--- config.mk ---
export PLATFORM = sky130hd
export DESIGN_NAME = prog_loader
export DESIGN_NICKNAME = d
export VERILOG_FILES = /design/src/rtl/prog_loader.sv
export SDC_FILE = /design/constraint.sdc
export NUM_CORES = 1
export LEC_CHECK = 0
export CAP_MARGIN = 20
export CORE_ASPECT_RATIO = 0.5
export CORE_MARGIN = 2
export CORE_UTILIZATION = 55
export CTS_CLUSTER_DIAMETER = 40
export DETAILED_ROUTE_END_ITERATION = 16
export GPL_TIMING_DRIVEN = 0
export PLACE_DENSITY_LB_ADDON = 0.12
export RECOVER_POWER = 100
export SYNTH_ARGS = -nofsm -noshare
export SYNTH_HDL_FRONTEND = slang
export SYNTH_SLANG_ARGS = --single-unit
--- constraint.sdc ---
create_clock -name clk -period 9.08 [get_ports clk]
set_clock_uncertainty 0.1 [all_clocks]
set_input_delay 1.816 -clock clk [delete_from_list [all_inputs] [get_ports clk]]
set_output_delay 1.816 -clock clk [all_outputs]
set_load 0.005 [all_outputs]
--- src/rtl/prog_loader.sv ---
// Byte-stream program loader: assembles framed bytes into 32-bit words, writes
// them to progmem, and releases the core only after opcode and checksum checks.
module prog_loader #(
  parameter int          ADDR_WIDTH = 8,
  parameter int          MAX_OPCODE = 18,
  parameter logic [7:0]  SYNC_BYTE  = 8'hA5
) (
  input  logic                  clk,
  input  logic                  rst,
  input  logic [7:0]            in_byte,
  input  logic                  in_valid,
  output logic                  in_ready,
  output logic                  mem_we,
  output logic [ADDR_WIDTH-1:0] mem_addr,
  output logic [31:0]           mem_wdata,
  output logic                  core_hold,
  output logic                  load_done,
  output logic                  load_error,
  output logic [1:0]            err_code,
  output logic [ADDR_WIDTH:0]   words_loaded
);

  typedef enum logic [2:0] {SYNC, CNT_LO, CNT_HI, DATA, WRITE, CHK, DONE, ERR} state_t;

  localparam logic [16:0] MAX_WORDS = 17'(1) << ADDR_WIDTH;

  state_t                state;
  logic [15:0]           n_words;
  logic [23:0]           shift;
  logic [1:0]            byte_idx;
  logic [ADDR_WIDTH-1:0] word_idx;
  logic [7:0]            csum;

  logic        take;
  logic [31:0] full_word;
  logic [15:0] n_hi;
  logic        op_legal;
  logic        last_word;

  assign in_ready  = (state == SYNC) || (state == CNT_LO) || (state == CNT_HI) ||
                     (state == DATA) || (state == CHK);
  assign take      = in_valid & in_ready;
  assign full_word = {in_byte, shift};
  assign n_hi      = {in_byte, n_words[7:0]};
  assign op_legal  = (full_word[31:27] != 5'd0) && (full_word[31:27] <= 5'(MAX_OPCODE));
  assign last_word = (16'(word_idx) == n_words - 16'd1);

  always_ff @(posedge clk) begin
    if (rst) begin
      state        <= SYNC;
      n_words      <= '0;
      shift        <= '0;
      byte_idx     <= '0;
      word_idx     <= '0;
      csum         <= '0;
      mem_we       <= 1'b0;
      mem_addr     <= '0;
      mem_wdata    <= '0;
      core_hold    <= 1'b1;
      load_done    <= 1'b0;
      load_error   <= 1'b0;
      err_code     <= 2'd0;
      words_loaded <= '0;
    end else begin
      mem_we <= 1'b0;
      case (state)
        SYNC:   if (take && in_byte == SYNC_BYTE) state <= CNT_LO;
        CNT_LO: if (take) begin
          n_words[7:0] <= in_byte;
          state        <= CNT_HI;
        end
        CNT_HI: if (take) begin
          n_words <= n_hi;
          if ({1'b0, n_hi} > MAX_WORDS) begin
            state      <= ERR;
            load_error <= 1'b1;
            err_code   <= 2'd1;
          end else if (n_hi == 16'd0) begin
            state <= CHK;
          end else begin
            state <= DATA;
          end
        end
        DATA: if (take) begin
          csum     <= csum ^ in_byte;
          byte_idx <= byte_idx + 2'd1;
          if (byte_idx == 2'd3) begin
            // Strobe lands in the WRITE cycle; an illegal word just leaves
            // mem_we low and WRITE routes to ERR.
            state <= WRITE;
            if (op_legal) begin
              mem_we       <= 1'b1;
              mem_addr     <= word_idx;
              mem_wdata    <= full_word;
              words_loaded <= words_loaded + 1'b1;
            end
          end else begin
            shift <= {in_byte, shift[23:8]};
          end
        end
        WRITE: begin
          if (!mem_we) begin
            state      <= ERR;
            load_error <= 1'b1;
            err_code   <= 2'd2;
          end else if (last_word) begin
            state <= CHK;
          end else begin
            word_idx <= word_idx + 1'b1;
            state    <= DATA;
          end
        end
        CHK: if (take) begin
          if (in_byte == csum) begin
            state     <= DONE;
            load_done <= 1'b1;
            core_hold <= 1'b0;
          end else begin
            state      <= ERR;
            load_error <= 1'b1;
            err_code   <= 2'd3;
          end
        end
        DONE:    ;
        ERR:     ;
        default: state <= SYNC;
      endcase
    end
  end

endmodule

* Word level (Yosys, flattened, before mapping)
Cells that the tools add are included.
Operators by class: add/sub/neg operators 4, magnitude comparators 2, equal/unequal tests 18, mux-type cells 27, bitwise gates (word level) 7, reductions and logical operators 21
Operator list (count):
- 3-bit 2-to-1 mux | 10
- 3-bit case mux with 6 select lines | 1
- 8-bit by 16-bit equality test with 1-bit output | 1
- 16-bit by 9-bit greater-than comparator with 1-bit output, second input constant | 1
- 16-bit logical NOT | 1
- 8-bit case mux with 2 select lines | 1
- 16-bit by 1-bit subtractor with 16-bit output, second input constant | 1
- 2-bit inequality test, second input constant | 6
- 3-bit AND reduction | 4
- 2-bit 2-to-1 mux | 5
- 9-bit by 1-bit adder with 9-bit output, second input constant | 1
- 8-bit by 1-bit adder with 8-bit output, second input constant | 1
- 8-bit equality test | 1
- 8-bit equality test, second input constant | 1
- 8-bit 2-to-1 mux | 1
- 8-bit bitwise XOR | 1
- 1-bit 2-to-1 mux | 7
- 7-bit AND reduction | 1
- 3-bit by 2-bit equality test with 1-bit output, second input constant | 2
- 3-bit equality test, second input constant | 2
- 2-bit by 1-bit inequality test with 1-bit output, second input constant | 3
- 2-bit case mux with 3 select lines | 1
- 6-bit AND reduction | 1
- 6-bit nonzero test | 1
- 15 further kinds | 24
Word-level totals: register bits after elaboration 116, bits of input ports 11, output and inout bits 56, word-level logic and storage cells 94

* Depth between registers and ports, before layout
Gate-level depths: netlist (run 1).
depth after elaboration 9, gate-level depth with buffers 12, mapped depth without buffers 9

* Worst setup path before layout (run 1)
No wires, ideal clock.
path kind input to register, start input in_byte[3], end register state[1], setup time 0.122 ns, data arrival time 3.787 ns, data required time 8.858 ns, setup slack 5.071 ns, stages 7, path buffers 1, cells stage by stage clkbuf_1 > or3_1 > or3_1 > or3_1 > o311a_1 > o21a_1 > a311o_1
Between the ends: word-level cells in the longest chain between the ends 5, elaborated cells between the ends (all ways) 10
RTL lines:
- start: declaration | line 10 | input logic [7:0] in_byte,
- parallel branches: the longest is 5 deep, another holds 16-bit by 9-bit greater-than comparator with 1-bit output
- end signal: assignment | line 67 | SYNC: if (take && in_byte == SYNC_BYTE) state <= CNT_LO;
- end signal: assignment | line 75 | state <= ERR;
- end signal: assignment | line 79 | state <= CHK;
- end: declaration | line 27 | state_t state;
Several ways; the timed one is not identified. The select of a mux whose other input is x is not followed. A chain may end at the register's enable or synchronous reset.

* Worst setup path after layout (run 1)
start register state[1], end output in_ready
Between the ends: word-level cells in the longest chain between the ends 5, elaborated cells between the ends (all ways) 9
RTL lines:
- start signal: assignment | line 50 | state <= SYNC;
- start signal: assignment | line 67
- start signal: assignment | line 70 | state <= CNT_HI;
- 3-bit by 1-bit equality test with 1-bit output / 3-bit logical NOT (equally long branches) | line 40 | assign in_ready = (state == SYNC) || (state == CNT_LO) || (state == CNT_HI) ||
- 1-bit logical OR (3 in a row) | line 40
- 1-bit logical OR * | line 41 | (state == DATA) || (state == CHK);
- end: declaration | line 12 | output logic in_ready,
Mark *: on every way between the ends. The rest lies on a longest branch, timed or not.

==> impl_metrics.py, run 1 <==
metrics = {
    "run_status": {
        "status": "completed",
    },
    "global_route": {
        "grt_max_degree": 17,
        "antenna_found_initial": 0,
        "groute.usage.overall": 0.280,
        "gr-total-overflow": 0,
        "grt_pass1_wl_um": 21800,
        "grt_pass1_vias": 4396,
    },
    "yosys": {
        "netlist_area_um2": 5010,
        "ys_ff_latch": 116,
        "synthAdderAreaFrac": 0.0175,
        "synth_nets": 653,
        "seq_area_frac_synth": 0.463,
        "yosysWarnings": 0,
        "synthCells": 635,
        "synth_most_common_cell": "nand2_1",
        "synth_area_leader_cell": "dfxtp_1",
        "avgSynthCellArea_um2": 7.90,
        "ys_async_sr_fraction": 0,
        "yosys_most_used_dff": "dfxtp_1",
        "synth_top_family_by_area": "simple AND/OR/NAND/NOR gates",
        "synth_compound_area_frac": 0.140,
        "synth_xor_area_frac": 0.0576,
        "ys_top_cells_by_area": "dfxtp_1 (46%), nand2_1 (12%), a21oi_1 (8.8%)",
        "synth_common_cells": "nand2_1 (166), dfxtp_1 (116), a21oi_1 (88)",
        "synth_cell_type_count": 54,
        "synthMuxAreaShare": 0.0207,
        "synthSimpleGateAreaFrac": 0.252,
        "yosys.area.top_type_share": 0.463,
        "synth_edf_count": 0,
    },
    "place": {
        "port_buffers": 57,
        "dpl_cell_area_um2": 5730,
        "gp_congestion": 0.959,
        "hpwl_um": 9280,
        "place_ws_ns": 4.77,
    },
    "worst_setup_path": {
        "path_cells": "clkbuf_1 -> inv_1 -> ha_1 -> a211o_1 -> dlygate4sd3_1",
        "endpoint_kind": "primary output",
        "arrival_ns": 2.30,
        "critPathKind": "flip-flop to primary output",
        "cp_slowest_cell": "dlygate4sd3_1",
        "cp.required_ns": 7.16,
        "startpoint_type": "flip-flop",
        "slowest_delay_ns": 0.58,
        "crit_fanout": 10,
    },
    "clock_tree": {
        "clock_sinks": 116,
        "clockRootBuffer": "clkbuf_16",
        "cts-resized-gates": 0,
        "worstSkewPairLatency_ns": 0.41,
        "cts_hold_buffers": 0,
        "path_clk_slew_ns": 0.05,
        "cts_buffer_depth": 2,
        "numCtsBuffers": 17,
        "cts_htree_levels": 4,
        "cts_tree": "built",
        "postCtsSetupBuffers": 0,
    },
    "floorplanning": {
        "start_util": 0.572,
        "rows": 24,
        "ioPinCount": 67,
        "fp.dieW_um": 139,
        "core-area_um2": 8770,
        "dieArea_um2": 9940,
        "die_y_um": 71.5,
    },
    "route": {
        "vias": 4719,
        "dr.first_iter.drc_count": 470,
        "first_pass_iters": 5,
        "drc": 0,
        "antenna_left": 0,
        "vias_per_cell": 5.62,
        "wl_um": 13500,
        "detail_route.wl_per_cell_um": 16.1,
    },
    "sta": {
        "finalHoldViolCount": 0,
        "grt_setup_unrepaired": "false",
        "max-slew-margin-rel": 0.233,
        "period_share": 0.464,
        "tightest_slew_ns": 1.14,
        "fmax_ghz": 0.237,
        "finalWorstSetupSlack_ns": 4.87,
        "fin_tns_setup_ns": 0,
        "finalSetupViolations": 0,
        "slew_viol_final": 0,
        "fin_crit_ns": 4.21,
    },
    "final_layout": {
        "drive_gt1_frac": 0.0484,
        "final_area_um2": 6300,
        "fin_nets": 729,
        "num_antenna_cells": 0,
        "syn_to_final_growth_pct": 25.7,
    },
    "run": {
        "max-cap-violations": 0,
    },
    "min_path": {
        "min_path_type": "flip-flop to flip-flop",
    },
    "power": {
        "peakVddDrop_v": 0.000155,
        "p_leak_uw": 0.00233,
        "cellPowerDensity_nw_per_um2": 197,
        "finalPower_uw": 1240,
    },
}
[flip-flops by register name, indices dropped and copies added, names as in the netlist]
name	count
byte_idx	2
core_hold	1
csum	8
err_code	2
load_done	1
load_error	1
mem_addr	8
mem_wdata	32
mem_we	1
n_words	16
shift	24
state	3
word_idx	8
words_loaded	9
[final cells by class]
class                      instances  area (um2)
fill                             681        2470
buffer                            47         189
timing repair buffer              57         571
multi-input combinational        459        2440
clock buffer                      21         450
inverter                          13        48.8
clock inverter                    10         133
sequential                       116        2320
tap                              117         146
[critical path: cells and delay by family, from the launching register on]
kind                       cells  cell delay [ns]
buffers and inverters          3             1.07
adders and majority gates      1             0.25
AOI/OAI and AO/OA              1             0.25
DFF                            1             0.33
[power by group]
part | internal, uW | switching (uW) | total [uW]
registers | 512 | 3.08 | 515
clock network | 434 | 227 | 661
logic | 22.3 | 44.2 | 66.5
[final timing paths]
| path | start | end | slack (ns) | cells past startpoint |
|---|---|---|---|---|
| worst min register to register | core_hold | core_hold | 0.35 | 1 |
| worst min-delay path | core_hold | core_hold | 0.35 | 1 |
| worst max register to register | n_words[0] | state[1] | 5.53 | 12 |
| worst max-delay path | state[1] | in_ready | 4.87 | 5 |
[routing by layer]
layer / track usage / part of all wire
met5: 0 / 0
met3: 0.0702 / 0.071
met2: 0.459 / 0.45
met4: 0.0909 / 0.016
met1: 0.370 / 0.46
[cells by family after synthesis]
| kind of cell | count (synthesis) |
|---|---|
| compound gates | 123 |
| flops | 116 |
| buf+inv | 60 |
| fa+ha+maj | 7 |
| mux | 10 |
| simple gates | 286 |
| xor+xnor | 33 |
[layout by cell type, fill, tap and decap left out, drive strengths merged, types with 6 or more instances in the layout]
cell and n:
nand4 7, ha 7, nor2 46, o21ai 9, xor2 18, inv 13
nand3 11, nand2 167, nor3 10, clkbuf 64, dlygate4sd3 57, or4 7
nor2b 6, mux2i 7, a21oi 88, xnor2 15, or3 12, dfxtp 116
[metrics by stage]
step           hold WS, ns  instances   util
2_1_floorplan        0.332        635      -
3_3_place_gp         0.338        809  0.654
3_5_place_dp         0.344        809  0.654
4_1_cts              0.355        840  0.720
5_1_grt              0.366        840  0.719
6_report             0.350        840  0.719
(Power assumes the default switching activity.)
==> run 2, diff against run 1 <==
- CORE_UTILIZATION: 55 -> 49
- clock period: 9.08 -> 3.37 ns (I/O delays scaled with it)
==> run 2 against run 1 <==
Against the previous run: final cell count is 2.7% higher; first-iteration DRC count is 25% lower; core utilization is 8.5 points lower; die area is 12% higher; largest cell class unchanged; power grew to 2.8 times the previous value; largest power group unchanged; hold slack worse by 0.0078 ns; count of clock-buffer cells in the layout is 3 lower; sequential power grew to 2.7 times the previous value; sequential cell count stayed put; sequential share of layout area is 0.53 points lower; design area is 1.5% higher; register-to-register slack worse by 5.4 ns.
==> impl_metrics.py, run 2 (synthesized netlist as in run 1, its figures left out) <==
metrics = {
    "global_route": {
        "grt_pass1_wl_um": 21100,
        "antenna_found_initial": 0,
        "gr-total-overflow": 0,
        "groute.usage.overall": 0.249,
        "grt_max_degree": 17,
        "grt_pass1_vias": 4112,
    },
    "worst_setup_path": {
        "arrival_ns": 3.40,
        "cp.required_ns": 3.56,
        "critPathKind": "flip-flop to flip-flop",
        "startpoint_type": "flip-flop",
        "slowest_delay_ns": 0.49,
        "endpoint_kind": "flip-flop",
        "crit_fanout": 10,
        "path_cells": "inv_1 -> ha_1 -> or3b_4 -> or4_1 -> a221o_1 -> a211oi_2 -> and4b_1 -> buf_6 -> buf_8 -> nand2_1 -> a311o_1",
        "cp_slowest_cell": "or4_1",
    },
    "clock_tree": {
        "clockRootBuffer": "clkbuf_16",
        "path_clk_slew_ns": 0.06,
        "cts_hold_buffers": 0,
        "cts_htree_levels": 4,
        "clock_sinks": 116,
        "cts_buffer_depth": 2,
        "worstSkewPairLatency_ns": 0.41,
        "cts_tree": "built",
        "numCtsBuffers": 17,
    },
    "floorplanning": {
        "start_util": 0.497,
        "die_y_um": 75.5,
        "core-area_um2": 10100,
        "rows": 26,
        "fp.dieW_um": 147,
        "ioPinCount": 67,
        "dieArea_um2": 11100,
    },
    "sta": {
        "fin_tns_setup_ns": 0,
        "period_share": 0.951,
        "holdWs_ns": 0.342,
        "grt_setup_unrepaired": "false",
        "finalSetupViolations": 0,
        "finalHoldViolCount": 0,
        "max-slew-margin-rel": 0.282,
        "fmax_ghz": 0.312,
        "slew_viol_final": 0,
        "tightest_slew_ns": 1.07,
        "fin_crit_ns": 3.21,
    },
    "place": {
        "port_buffers": 57,
        "hpwl_um": 9310,
        "gp_congestion": 0.904,
        "dpl_cell_area_um2": 5760,
        "dp.cells": 832,
    },
    "final_layout": {
        "largest_register_ffs": 32,
        "utilization": 0.634,
        "final_area_um2": 6390,
        "layout_common_cells": "nand2_1 (167), dfxtp_1 (116), a21oi_1 (88), dlygate4sd3_1 (57), nor2_1 (46)",
        "fin_nets": 728,
        "register_area_um2": 2320,
        "syn_to_final_growth_pct": 27.5,
        "top_register": "mem_wdata",
        "fin_cells": 863,
        "fill_cells": 863,
        "drive_gt1_frac": 0.0567,
        "final_common_cell": "nand2_1",
        "reg_top3": "mem_wdata (32), shift (24), n_words (16)",
        "multi_input_area_um2": 2450,
        "num_antenna_cells": 0,
    },
    "power": {
        "p_sw_uw": 815,
        "p_int_uw": 2710,
        "cellPowerDensity_nw_per_um2": 551,
        "peakVddDrop_v": 0.000367,
        "p_leak_uw": 0.00236,
        "combPwrFrac": 0.052,
        "clock_power_share": 0.554,
        "seqPwrFrac": 0.394,
        "switching_share": 0.231,
    },
    "route": {
        "dr.first_iter.drc_count": 353,
        "antenna_left": 0,
        "vias": 4573,
        "first_pass_iters": 7,
        "wl_um": 13200,
        "detail_route.wl_per_cell_um": 15.3,
        "drc": 0,
        "vias_per_cell": 5.30,
    },
    "min_path": {
        "min_path_type": "flip-flop to flip-flop",
    },
    "run_status": {
        "status": "completed",
    },
    "run": {
        "max-cap-violations": 0,
    },
}
==> run 2: changes by cell type in the layout (fill, tap and decap cells not counted), sizes merged <==
cell,before,now
clkbuf,64,60
inv,13,17
clkinvlp,3,1
clkinv,4,5
bufinv,3,4
==> run 2: layout make-up <==
type / instances / share of cell area
buffer: 46 / 0.0301
multi-input combinational: 459 / 0.383
inverter: 13 / 0.00763
clock buffer: 18 / 0.0687
sequential: 116 / 0.363
tap: 140 / 0.0274
timing repair buffer: 57 / 0.0892
clock inverter: 14 / 0.0311
==> run 2: path summary, 6_finish.rpt <==
| kind | endpoint | slack [ns] | cells after the start | from |
|---|---|---|---|---|
| hold / removal | load_done | 0.34 | 2 | load_done |
| setup / recovery | state[1] | 0.16 | 11 | n_words[0] |
| hold reg to reg | load_done | 0.34 | 2 | load_done |
| setup reg to reg | state[1] | 0.16 | 11 | n_words[0] |
==> run 2: layer usage <==
layer,wire (um),track usage
met1,6420,0.329
met5,0,0
met2,5770,0.392
met3,901,0.0760
met4,139,0.0983
==> run 2: metrics by stage <==
| step | setup slack (ns) | total power (uW) |
|---|---|---|
| finish | 0.164 | 3520 |
| global route | 0.0357 | 3620 |
| CTS | 0.0614 | 3530 |
| detailed placement | 0.0805 | 1590 |
| global placement | 0.109 | 1590 |
| floorplan | 0.340 | 1540 |
==> run 2: critical path: cells and delay by family, from the launching register on <==
| kind | cells | cell delay, ns |
|---|---|---|
| AO/OA/AOI/OAI | 3 | 0.89 |
| AND/OR/NAND/NOR | 4 | 1.22 |
| adder cells (fa/ha/maj) | 1 | 0.19 |
| flip-flops | 1 | 0.35 |
| buffers and inverters | 3 | 0.34 |
==> run 2: power groups by stage <==
stage / Clock [uW] / Sequential (uW) / Combinational, uW
4_1_cts: 1970 / 1390 / 181
5_1_grt: 2030 / 1390 / 201
6_report: 1950 / 1390 / 184
3_3_place_gp: 0 / 1420 / 176
3_5_place_dp: 0 / 1420 / 179
2_1_floorplan: 0 / 1410 / 131
==> run 2: repair_timing <==
item                                    CTS  global route
endpoints found under the setup margin    0             1
buffers inserted                          0             0
gates resized for setup                   0             1
